<file path="config.mk">
export PLATFORM = sky130hd
export DESIGN_NAME = load_align_unit_flat
export DESIGN_NICKNAME = d
export VERILOG_FILES = /design/src/rtl/load_align_if.sv /design/src/rtl/load_align_unit.sv /design/src/flat_wrapper.sv
export SDC_FILE = /design/constraint.sdc
export NUM_CORES = 1
export LEC_CHECK = 0
export ABC_AREA = 1
export CAP_MARGIN = 20
export CORE_MARGIN = 2
export CORE_UTILIZATION = 56
export CTS_BUF_LIST = sky130_fd_sc_hd__clkbuf_8 sky130_fd_sc_hd__clkbuf_16
export CTS_CLUSTER_SIZE = 24
export DETAILED_ROUTE_END_ITERATION = 16
export PLACE_DENSITY = 0.95
export SYNTH_ARGS = -nofsm -noshare
export SYNTH_HDL_FRONTEND = slang
export SYNTH_SLANG_ARGS = --single-unit
</file>
<file path="constraint.sdc">
create_clock -name clk -period 2.4 [get_ports clk]
set_input_delay 0.48 -clock clk [delete_from_list [all_inputs] [get_ports clk]]
set_output_delay 0.48 -clock clk [all_outputs]
set_load 0.05 [all_outputs]
</file>
<file path="src/rtl/load_align_if.sv">
// load_align_if: request, memory and response signals of the load-align unit
interface load_align_if #(
  parameter int XLEN = 32,
  parameter int ADDR_W = 32
);
  logic req_valid;
  logic req_ready;
  logic [ADDR_W-1:0] req_addr;
  logic [1:0] req_size;
  logic req_unsigned;
  logic mem_req;
  logic [ADDR_W-1:0] mem_addr;
  logic mem_ack;
  logic [XLEN-1:0] mem_rdata;
  logic rsp_valid;
  logic rsp_ready;
  logic [XLEN-1:0] rsp_data;
  logic rsp_err;
  logic rsp_split;
  modport slave (
    input req_valid, req_addr, req_size, req_unsigned, mem_ack, mem_rdata, rsp_ready,
    output req_ready, mem_req, mem_addr, rsp_valid, rsp_data, rsp_err, rsp_split
  );
  modport master (
    output req_valid, req_addr, req_size, req_unsigned, mem_ack, mem_rdata, rsp_ready,
    input req_ready, mem_req, mem_addr, rsp_valid, rsp_data, rsp_err, rsp_split
  );
endinterface

</file>
<file path="src/rtl/load_align_unit.sv">
// load_align_unit: fetches, merges and sign/zero-extends aligned or boundary-crossing loads
module load_align_unit #(
  parameter int XLEN = 32,
  parameter int ADDR_W = 32,
  parameter bit ALLOW_MISALIGNED = 1
) (
  input logic clk,
  input logic rst_n,
  load_align_if.slave bus
);
  localparam int NB = XLEN / 8;
  localparam int OB = $clog2(NB);
  typedef enum logic [2:0] {IDLE, RD0, RD1, RESP, ERR} state_t;
  state_t state_q, state_d;
  logic [OB-1:0] off_q, off_d;
  logic [1:0] size_q, size_d;
  logic uns_q, uns_d, cross_q, cross_d;
  logic [XLEN-1:0] word0_q, word0_d, rsp_data_q, rsp_data_d;
  logic [ADDR_W-1:0] mem_addr_q, mem_addr_d;
  logic rsp_err_q, rsp_err_d, rsp_split_q, rsp_split_d;
  logic req_cross, req_bad, sgn;
  logic [XLEN-1:0] w0, w1, sh, mask, ext;
  assign req_cross = int'(bus.req_addr[OB-1:0]) + (1 << bus.req_size) > NB;
  assign req_bad = (XLEN == 32 && bus.req_size == 2'd3) || (!ALLOW_MISALIGNED && req_cross);
  assign w0 = state_q == RD1 ? word0_q : bus.mem_rdata;
  assign w1 = state_q == RD1 ? bus.mem_rdata : {XLEN{1'b0}};
  assign sh = XLEN'({w1, w0} >> {off_q, 3'b000});
  assign mask = ~({XLEN{1'b1}} << (8 << size_q));
  assign sgn = !uns_q && |(sh & mask & ~(mask >> 1));
  assign ext = (sh & mask) | (sgn ? ~mask : {XLEN{1'b0}});
  assign bus.req_ready = state_q == IDLE;
  assign bus.mem_req = state_q == RD0 || state_q == RD1;
  assign bus.mem_addr = mem_addr_q;
  assign bus.rsp_valid = state_q == RESP || state_q == ERR;
  assign bus.rsp_data = rsp_data_q;
  assign bus.rsp_err = rsp_err_q;
  assign bus.rsp_split = rsp_split_q;
  always_comb begin
    state_d = state_q;
    off_d = off_q;
    size_d = size_q;
    uns_d = uns_q;
    cross_d = cross_q;
    word0_d = word0_q;
    mem_addr_d = mem_addr_q;
    rsp_data_d = rsp_data_q;
    rsp_err_d = rsp_err_q;
    rsp_split_d = rsp_split_q;
    case (state_q)
      IDLE: if (bus.req_valid) begin
        off_d = bus.req_addr[OB-1:0];
        size_d = bus.req_size;
        uns_d = bus.req_unsigned;
        cross_d = req_cross;
        mem_addr_d = {bus.req_addr[ADDR_W-1:OB], {OB{1'b0}}};
        rsp_data_d = '0;
        rsp_err_d = req_bad;
        rsp_split_d = 1'b0;
        state_d = req_bad ? ERR : RD0;
      end
      RD0: if (bus.mem_ack) begin
        word0_d = bus.mem_rdata;
        mem_addr_d = cross_q ? mem_addr_q + ADDR_W'(NB) : mem_addr_q;
        rsp_data_d = cross_q ? rsp_data_q : ext;
        state_d = cross_q ? RD1 : RESP;
      end
      RD1: if (bus.mem_ack) begin
        rsp_data_d = ext;
        rsp_split_d = 1'b1;
        state_d = RESP;
      end
      RESP, ERR: state_d = bus.rsp_ready ? IDLE : state_q;
      default: state_d = IDLE;
    endcase
  end
  always_ff @(posedge clk or negedge rst_n) begin
    if (!rst_n) begin
      state_q <= IDLE;
      off_q <= '0;
      size_q <= '0;
      uns_q <= 1'b0;
      cross_q <= 1'b0;
      word0_q <= '0;
      mem_addr_q <= '0;
      rsp_data_q <= '0;
      rsp_err_q <= 1'b0;
      rsp_split_q <= 1'b0;
    end else begin
      state_q <= state_d;
      off_q <= off_d;
      size_q <= size_d;
      uns_q <= uns_d;
      cross_q <= cross_d;
      word0_q <= word0_d;
      mem_addr_q <= mem_addr_d;
      rsp_data_q <= rsp_data_d;
      rsp_err_q <= rsp_err_d;
      rsp_split_q <= rsp_split_d;
    end
  end
endmodule

</file>
<file path="src/flat_wrapper.sv">
// flat-port wrapper written by rule: the top's interface ports become plain ports
module load_align_unit_flat 
#(
  parameter int XLEN = 32,
  parameter int ADDR_W = 32,
  parameter bit ALLOW_MISALIGNED = 1
)
  (clk, rst_n, bus_req_valid, bus_req_addr, bus_req_size, bus_req_unsigned, bus_mem_ack, bus_mem_rdata, bus_rsp_ready, bus_req_ready, bus_mem_req, bus_mem_addr, bus_rsp_valid, bus_rsp_data, bus_rsp_err, bus_rsp_split);
  load_align_if #(.XLEN(XLEN), .ADDR_W(ADDR_W)) bus_i ();
  input logic clk;
  input logic rst_n;
  input wire logic [$bits(bus_i.req_valid)-1:0] bus_req_valid;
  input wire logic [$bits(bus_i.req_addr)-1:0] bus_req_addr;
  input wire logic [$bits(bus_i.req_size)-1:0] bus_req_size;
  input wire logic [$bits(bus_i.req_unsigned)-1:0] bus_req_unsigned;
  input wire logic [$bits(bus_i.mem_ack)-1:0] bus_mem_ack;
  input wire logic [$bits(bus_i.mem_rdata)-1:0] bus_mem_rdata;
  input wire logic [$bits(bus_i.rsp_ready)-1:0] bus_rsp_ready;
  output wire logic [$bits(bus_i.req_ready)-1:0] bus_req_ready;
  output wire logic [$bits(bus_i.mem_req)-1:0] bus_mem_req;
  output wire logic [$bits(bus_i.mem_addr)-1:0] bus_mem_addr;
  output wire logic [$bits(bus_i.rsp_valid)-1:0] bus_rsp_valid;
  output wire logic [$bits(bus_i.rsp_data)-1:0] bus_rsp_data;
  output wire logic [$bits(bus_i.rsp_err)-1:0] bus_rsp_err;
  output wire logic [$bits(bus_i.rsp_split)-1:0] bus_rsp_split;
  assign bus_i.req_valid = bus_req_valid;
  assign bus_i.req_addr = bus_req_addr;
  assign bus_i.req_size = bus_req_size;
  assign bus_i.req_unsigned = bus_req_unsigned;
  assign bus_i.mem_ack = bus_mem_ack;
  assign bus_i.mem_rdata = bus_mem_rdata;
  assign bus_i.rsp_ready = bus_rsp_ready;
  assign bus_req_ready = bus_i.req_ready;
  assign bus_mem_req = bus_i.mem_req;
  assign bus_mem_addr = bus_i.mem_addr;
  assign bus_rsp_valid = bus_i.rsp_valid;
  assign bus_rsp_data = bus_i.rsp_data;
  assign bus_rsp_err = bus_i.rsp_err;
  assign bus_rsp_split = bus_i.rsp_split;
  load_align_unit #(.XLEN(XLEN), .ADDR_W(ADDR_W), .ALLOW_MISALIGNED(ALLOW_MISALIGNED)) u_core (.clk(clk), .rst_n(rst_n), .bus(bus_i));
endmodule
</file>
* After elaboration in Yosys (flattened, before gate mapping)
Index checks and enable logic that the tools add are counted.
** Cells by class
- Muxes and demuxes :: 22
- Order comparisons :: 1
- Bitwise operators :: 6
- Reduce and logical (&&, ||, !) cells :: 16
- Equal/unequal tests :: 11
- Shift-type cells :: 4
- Add/subtract/negate cells :: 2
** Operators with widths (count)
- $mux W32 :: 10
- $pmux W32 S3 :: 1
- $and A32 B32 Y32 :: 2
- $not A32 Y32 :: 2
- $pmux W32 S2 :: 1
- $shr A64 B5 Y32 :: 1
- $add A3 B32 Y32 :: 1
- $add A32 B3 Y32 const B :: 1
- $gt A32 B4 Y1 const B :: 1
- $not A31 Y32 :: 1
- $or A32 B32 Y32 :: 1
- $reduce_or A32 Y1 :: 1
- $shl A1 B2 Y32 const A :: 1
- $shl A32 B32 Y32 const A :: 1
- $shl A4 B2 Y32 const A :: 1
- $mux W3 :: 5
- $pmux W3 S4 :: 1
- $ne A2 B2 Y1 const B :: 5
- $reduce_and A4 Y1 :: 2
- $eq A3 B2 Y1 const B :: 2
- $reduce_and A5 Y1 :: 1
- $reduce_and A2 Y1 :: 2
- $reduce_bool A2 Y1 :: 2
- $eq A3 B1 Y1 const B :: 1
- other kinds (12) :: 15
** Storage, ports and cells
- Input port bits :: 72
- Logic and storage cells :: 72
- Bits in registers :: 107
- Output and inout bits :: 69

* Depth between registers and ports, before layout
- Word-level depth :: 12
- Depth in mapped cells :: 14
- Depth with buffers taken out :: 13

* Worst setup path before layout
OpenSTA, ideal clock, no wires.
- Kind :: reg-to-reg
- Start point :: register u_core.mem_addr_q[3] (netlist: u_core.bus.mem_addr[3])
- End point :: register u_core.mem_addr_q[22] (netlist: u_core.bus.mem_addr[22])
- Library setup time :: 76 ps
- Cell stages (with the launch flop) :: 10
- Path slack :: 354 ps
- Data required time :: 2324 ps
- Buffers on the path :: 0
- Data arrival time :: 1969 ps
- Clock period less this slack :: 2046 ps
- Cells stage by stage :: dfrtp_1 > ha_1 > nand2_1 > nor3_1 > nand4_1 > nor2_1 > nor2_1 > nor2_1 > nor2_1 > o21ai_1
** Between the ends
- Word-level cells in the longest chain between the ends :: 4
** Ends and longest elaborated chain
- start: declaration :: line load_align_unit.sv:19 : logic [ADDR_W-1:0] mem_addr_q, mem_addr_d;
- start signal: assignment :: line load_align_unit.sv:95 : mem_addr_q <= mem_addr_d;
- $add A32 B3 Y32 :: line load_align_unit.sv:63 : mem_addr_d = cross_q ? mem_addr_q + ADDR_W'(NB) : mem_addr_q;
- $mux W32 :: line load_align_unit.sv:63
- $mux W32 :: line load_align_unit.sv:61 : RD0: if (bus.mem_ack) begin
- $pmux W32 S2 :: line load_align_unit.sv:49 : case (state_q)
Every way passes these cells. The select of a mux whose other input is x is not followed.
A chain may end at the register's enable or synchronous reset.

* Worst setup path after layout
- Start point :: register u_core.state_q[1]
- End point :: register u_core.rsp_data_q[29] (netlist: u_core.bus.rsp_data[29])
** Between the ends
- Word-level cells in the longest chain between the ends :: 12
- Elaborated cells on any way between the ends :: 22
- Classes of those cells :: 6 x eq/ne; 1 x shift; 7 x mux; 3 x bitwise; 5 x reduce/logical
** Ends and longest elaborated chain
- start: declaration :: line load_align_unit.sv:14 : state_t state_q, state_d;
- start signal: assignment :: line load_align_unit.sv:89 : state_q <= state_d;
- $eq A3 B2 Y1 :: line load_align_unit.sv:25, load_align_unit.sv:26, load_align_unit.sv:49
- $mux W32, on equally long branches :: line load_align_unit.sv:25, load_align_unit.sv:26
- $shr A64 B5 Y32 :: line load_align_unit.sv:27 : assign sh = XLEN'({w1, w0} >> {off_q, 3'b000});
- $and A32 B32 Y32 :: line load_align_unit.sv:29, load_align_unit.sv:30
- $and A32 B32 Y32 :: line load_align_unit.sv:29 : assign sgn = !uns_q && |(sh & mask & ~(mask >> 1));
- $reduce_or A32 Y1 :: line load_align_unit.sv:29
- $logic_and A1 B1 Y1 :: line load_align_unit.sv:29
- $mux W32 :: line load_align_unit.sv:30 : assign ext = (sh & mask) | (sgn ? ~mask : {XLEN{1'b0}});
- $or A32 B32 Y32 :: line load_align_unit.sv:30
- $mux W32 :: line load_align_unit.sv:64 : rsp_data_d = cross_q ? rsp_data_q : ext;
- $mux W32 :: line load_align_unit.sv:61
- $pmux W32 S3 :: line load_align_unit.sv:49
- end signal: assignment :: line load_align_unit.sv:96 : rsp_data_q <= rsp_data_d;
- end: declaration :: line load_align_unit.sv:18 : logic [XLEN-1:0] word0_q, word0_d, rsp_data_q, rsp_data_d;
Parallel ways exist; a longest one is shown, timed or not. The select of a mux whose other input is x is not followed.

==> results by group <==
Outcome
  • Status: finished, final reports clean

Timing
  • Period utilization: 0.9268
  • Worst rel slew slack: 0.5995
  • Slew Limit Fails: 0
  • Min Tclk post-route: 2.224 ns
  • Clock Skews: 0.009214 ns
  • Final setup vio count: 0
  • Final Hold Vio Count: 0
  • RSZ-0062 raised after global routing: no
  • Setup TNS: 0 ns
  • Fmax achieved: approximately 450 MHz
  • Least-Margin Pin Slew: between 0.6 and 0.7 ns

Placement
  • Placer Congestion: between 1 and 1.5
  • Post-DP HPWL: 14580 um
  • I/O Buffers: approximately 140
  • DP Cell Count: ~1200
  • Placed Area: roughly 8200 sq um

Synthesis
  • Cell Area, Synth: 6714 sq um
  • Synth Area in Compound Gates: 0.1646
  • Synth top area share: 0.3914
  • Cells after Synth: roughly 960
  • Sequential element share of the synthesized area: 0.3914
  • Synth Flop Type: dfrtp_1
  • FFs w/ async S/R, synth: 1.000
  • Syn_area_per_cell: between 6 and 7 sq um
  • Post-Synth XOR/XNOR Area: 0.009132
  • Simple-gate share of the synthesized area: 0.3170
  • Synth cell count leaders: nand2_1, dfrtp_1, inv_1, nand3_1, o21ai_0
  • Synth area leaders: dfrtp_1, nand2_1, nand3_1
  • Post-synth EDFFs: 0
  • Largest family of logic cells by synthesized area: simple AND/OR/NAND/NOR gates
  • Synth area leader: dfrtp_1
  • Adder-cell share of the synthesized area: 0.008572
  • Seq cells post-synth: between 100 and 150
  • Top-count cell post-synth: nand2_1
  • Warnings, synthesis: 0
  • Mux contribution to synthesized area: 0.01174
  • Distinct cells, synth: 46

Die
  • Rows: 39
  • Starting density of the core: 0.5805
  • Core footprint: 11560 sq um
  • Die Wd: 113.5 um
  • Ports: between 100 and 150
  • DIE HEIGHT: approximately 110 um
  • Total die area: around 13000 sq um

Final layout
  • Ant. Diodes: 0
  • Area of the multi-input gates: between 3000 and 4000 sq um
  • Final non-filler cell total: 1227
  • Final Instance Area: approximately 8500 sq um
  • Nets: between 1000 and 1500
  • FILL cells: slightly above 800
  • Layout cells sized above 1: 0.07841
  • FF/Latch Area: around 2600 sq um
  • Layout area overhead: 26.69%
  • Final core occ: 0.7355

Pwr
  • Comb power frac: 0.639
  • Switch share: 0.5336
  • Design Power: 13.34 mW
  • Power share of the clock group: 0.116
  • Leak pwr: around 4.0 nW
  • Reg power frac: 0.246
  • VDD IR-drop max: between 0.7 and 0.8 mV
  • Internal power: slightly above 6 mW
  • Reported net switching power: approximately 7 mW
  • Pwr per Cell Area: between 1500 and 2000 nW/um^2

Worst setup path
  • Reg2Reg Depth: 10
  • RR Startpoint: u_core.state_q[1]
  • Top cell by count, worst path: nand2_1
  • Reg2reg end: u_core.bus.rsp_data[29]
  • CP peak stage delay: ~0.55 ns
  • Critical path data arrival time: 2.52 ns
  • Crit start category: flop
  • Worst setup path class: reg2reg
  • Critical path cell sequence: nand3_4, inv_2, nand2_1, nand3_1, nand3_1, nand4_1, nand3_2, nand2_4, nand2_1, nand2_1
  • Max FO, Critical Path: 19
  • Crit end category: flop
  • Slowest CP cell: dfrtp_1
  • Required @ worst endpoint: between 2 and 3 ns
  • Reg2reg setup slack: about 0.18 ns

Hold path
  • Hold WC Path Type: in2async

Clock tree
  • Post-CTS Hold Buffers: 0
  • Clk slew on worst S/H paths: 0.07 ns
  • TritonCTS clock tree: yes
  • Clock latency at the later pin of the worst-skew pair: roughly 0.36 ns
  • TritonCTS Sinks: roughly 110
  • Setup Buffers After CTS: 0
  • CTS Root Buffer Type: clkbuf_16
  • H-tree depth: 3
  • CTS Buffer Depth: 2
  • TritonCTS buffer count: 9
  • # resized after CTS: 0

Route
  • Initial DRC count: about 1100
  • ANT nets after route: 0
  • Drt wl/cell: 16.40 um
  • First-pass DRT Iterations: 7
  • DRC Markers: 0
  • DR vias: around 7300
  • WL final: 20130 um
  • Vias per cell: between 5 and 6

Global routing
  • Vias in the first global route: 6848
  • First-pass GRT wire length: 33030 um
  • Aggregate global routing overflow: 0
  • GRT Total Usage: 0.3206
  • Largest net degree at the start of global routing: 59
  • Initial antenna violation count: 0

Job
  • Max Cap Viol: 0
worst max path at each step:
stage                           start                      end  slack, ns
6_report            u_core.state_q[1]  u_core.bus.rsp_data[29]       0.18
5_1_grt             u_core.state_q[1]  u_core.bus.rsp_data[29]       0.03
4_1_cts             u_core.state_q[1]  u_core.bus.rsp_data[29]       0.23
3_5_place_dp          bus_req_size[0]           u_core.cross_q       0.11
3_3_place_gp          bus_req_size[0]           u_core.cross_q       0.21
2_1_floorplan  u_core.bus.mem_addr[3]  u_core.bus.mem_addr[22]       0.35
worst max-delay path, delay by kind of cell (launching register included):
kind / cells / cell delay (ns)
buffers and inverters: 1 / 0.34
DFF: 1 / 0.55
and+or+nand+nor: 9 / 1.27
logic make-up after synthesis:
logic type,count (synthesis)
simple gates,491
compound gates,201
buf+inv,145
flops,105
xor+xnor,7
mux,7
fa+ha+maj,4
other cells,1
layer usage:
metal | global-route usage | up-vias | routed length, um
li1 | - | 3379 | -
met1 | 0.4103 | 3336 | 7720
met2 | 0.5257 | 494 | 9425
met3 | 0.06323 | 92 | 1974
met5 | 0 | - | 0
met4 | 0.1537 | 0 | 1004
metrics by stage:
stage / setup slack, ns / hold WS (ns)
after floorplan: 0.3543 / 0.1844
after global placement: 0.2138 / 0.4626
after detailed placement: 0.1085 / 0.4687
after CTS: 0.2285 / 0.1454
after global routing: 0.02869 / 0.1727
final: 0.1756 / 0.1290
registers in the layout, indices dropped and copies added (netlist names):
| name | flops |
|---|---|
| u_core.state_q | 3 |
| u_core.off_q | 2 |
| u_core.word0_q | 32 |
| u_core.bus.rsp_split | 1 |
| u_core.uns_q | 1 |
| u_core.cross_q | 1 |
| u_core.bus.mem_addr | 30 |
| u_core.bus.rsp_data | 32 |
| u_core.bus.rsp_err | 1 |
| u_core.size_q | 2 |
placed cells by master, fill, tap and decap left out, drive strengths merged, types with 3 or more instances in the layout:
master	n
or2	16
o21ai	101
clkdlybuf4s50	134
a31oi	8
ha	3
dfrtp	105
inv	92
xor2	4
a21oi	58
nand2	289
nor2	78
clkbuf	12
nand4	13
xnor2	3
mux2	7
buf	26
o211ai	21
nand3	81
nor3	11
o22ai	6
power groups by stage:
stage	Clock, mW	Sequential [mW]	Combinational [mW]
final	1.54	3.28	8.52
after global placement	0	3.23	8.09
after detailed placement	0	3.27	8.32
after global routing	1.64	3.36	9.22
after CTS	1.55	3.25	8.40
after floorplan	0	4.59	4.62
area by class of cell:
cell class / count / area share
Clock buffer: 12 / 0.03133
Clock inverter: 4 / 0.005001
Inverter: 91 / 0.04075
Multi-Input combinational cell: 712 / 0.4050
Sequential cell: 105 / 0.3089
Tap cell: 143 / 0.02104
Timing Repair Buffer: 160 / 0.1880
(Power assumes the default switching activity.)
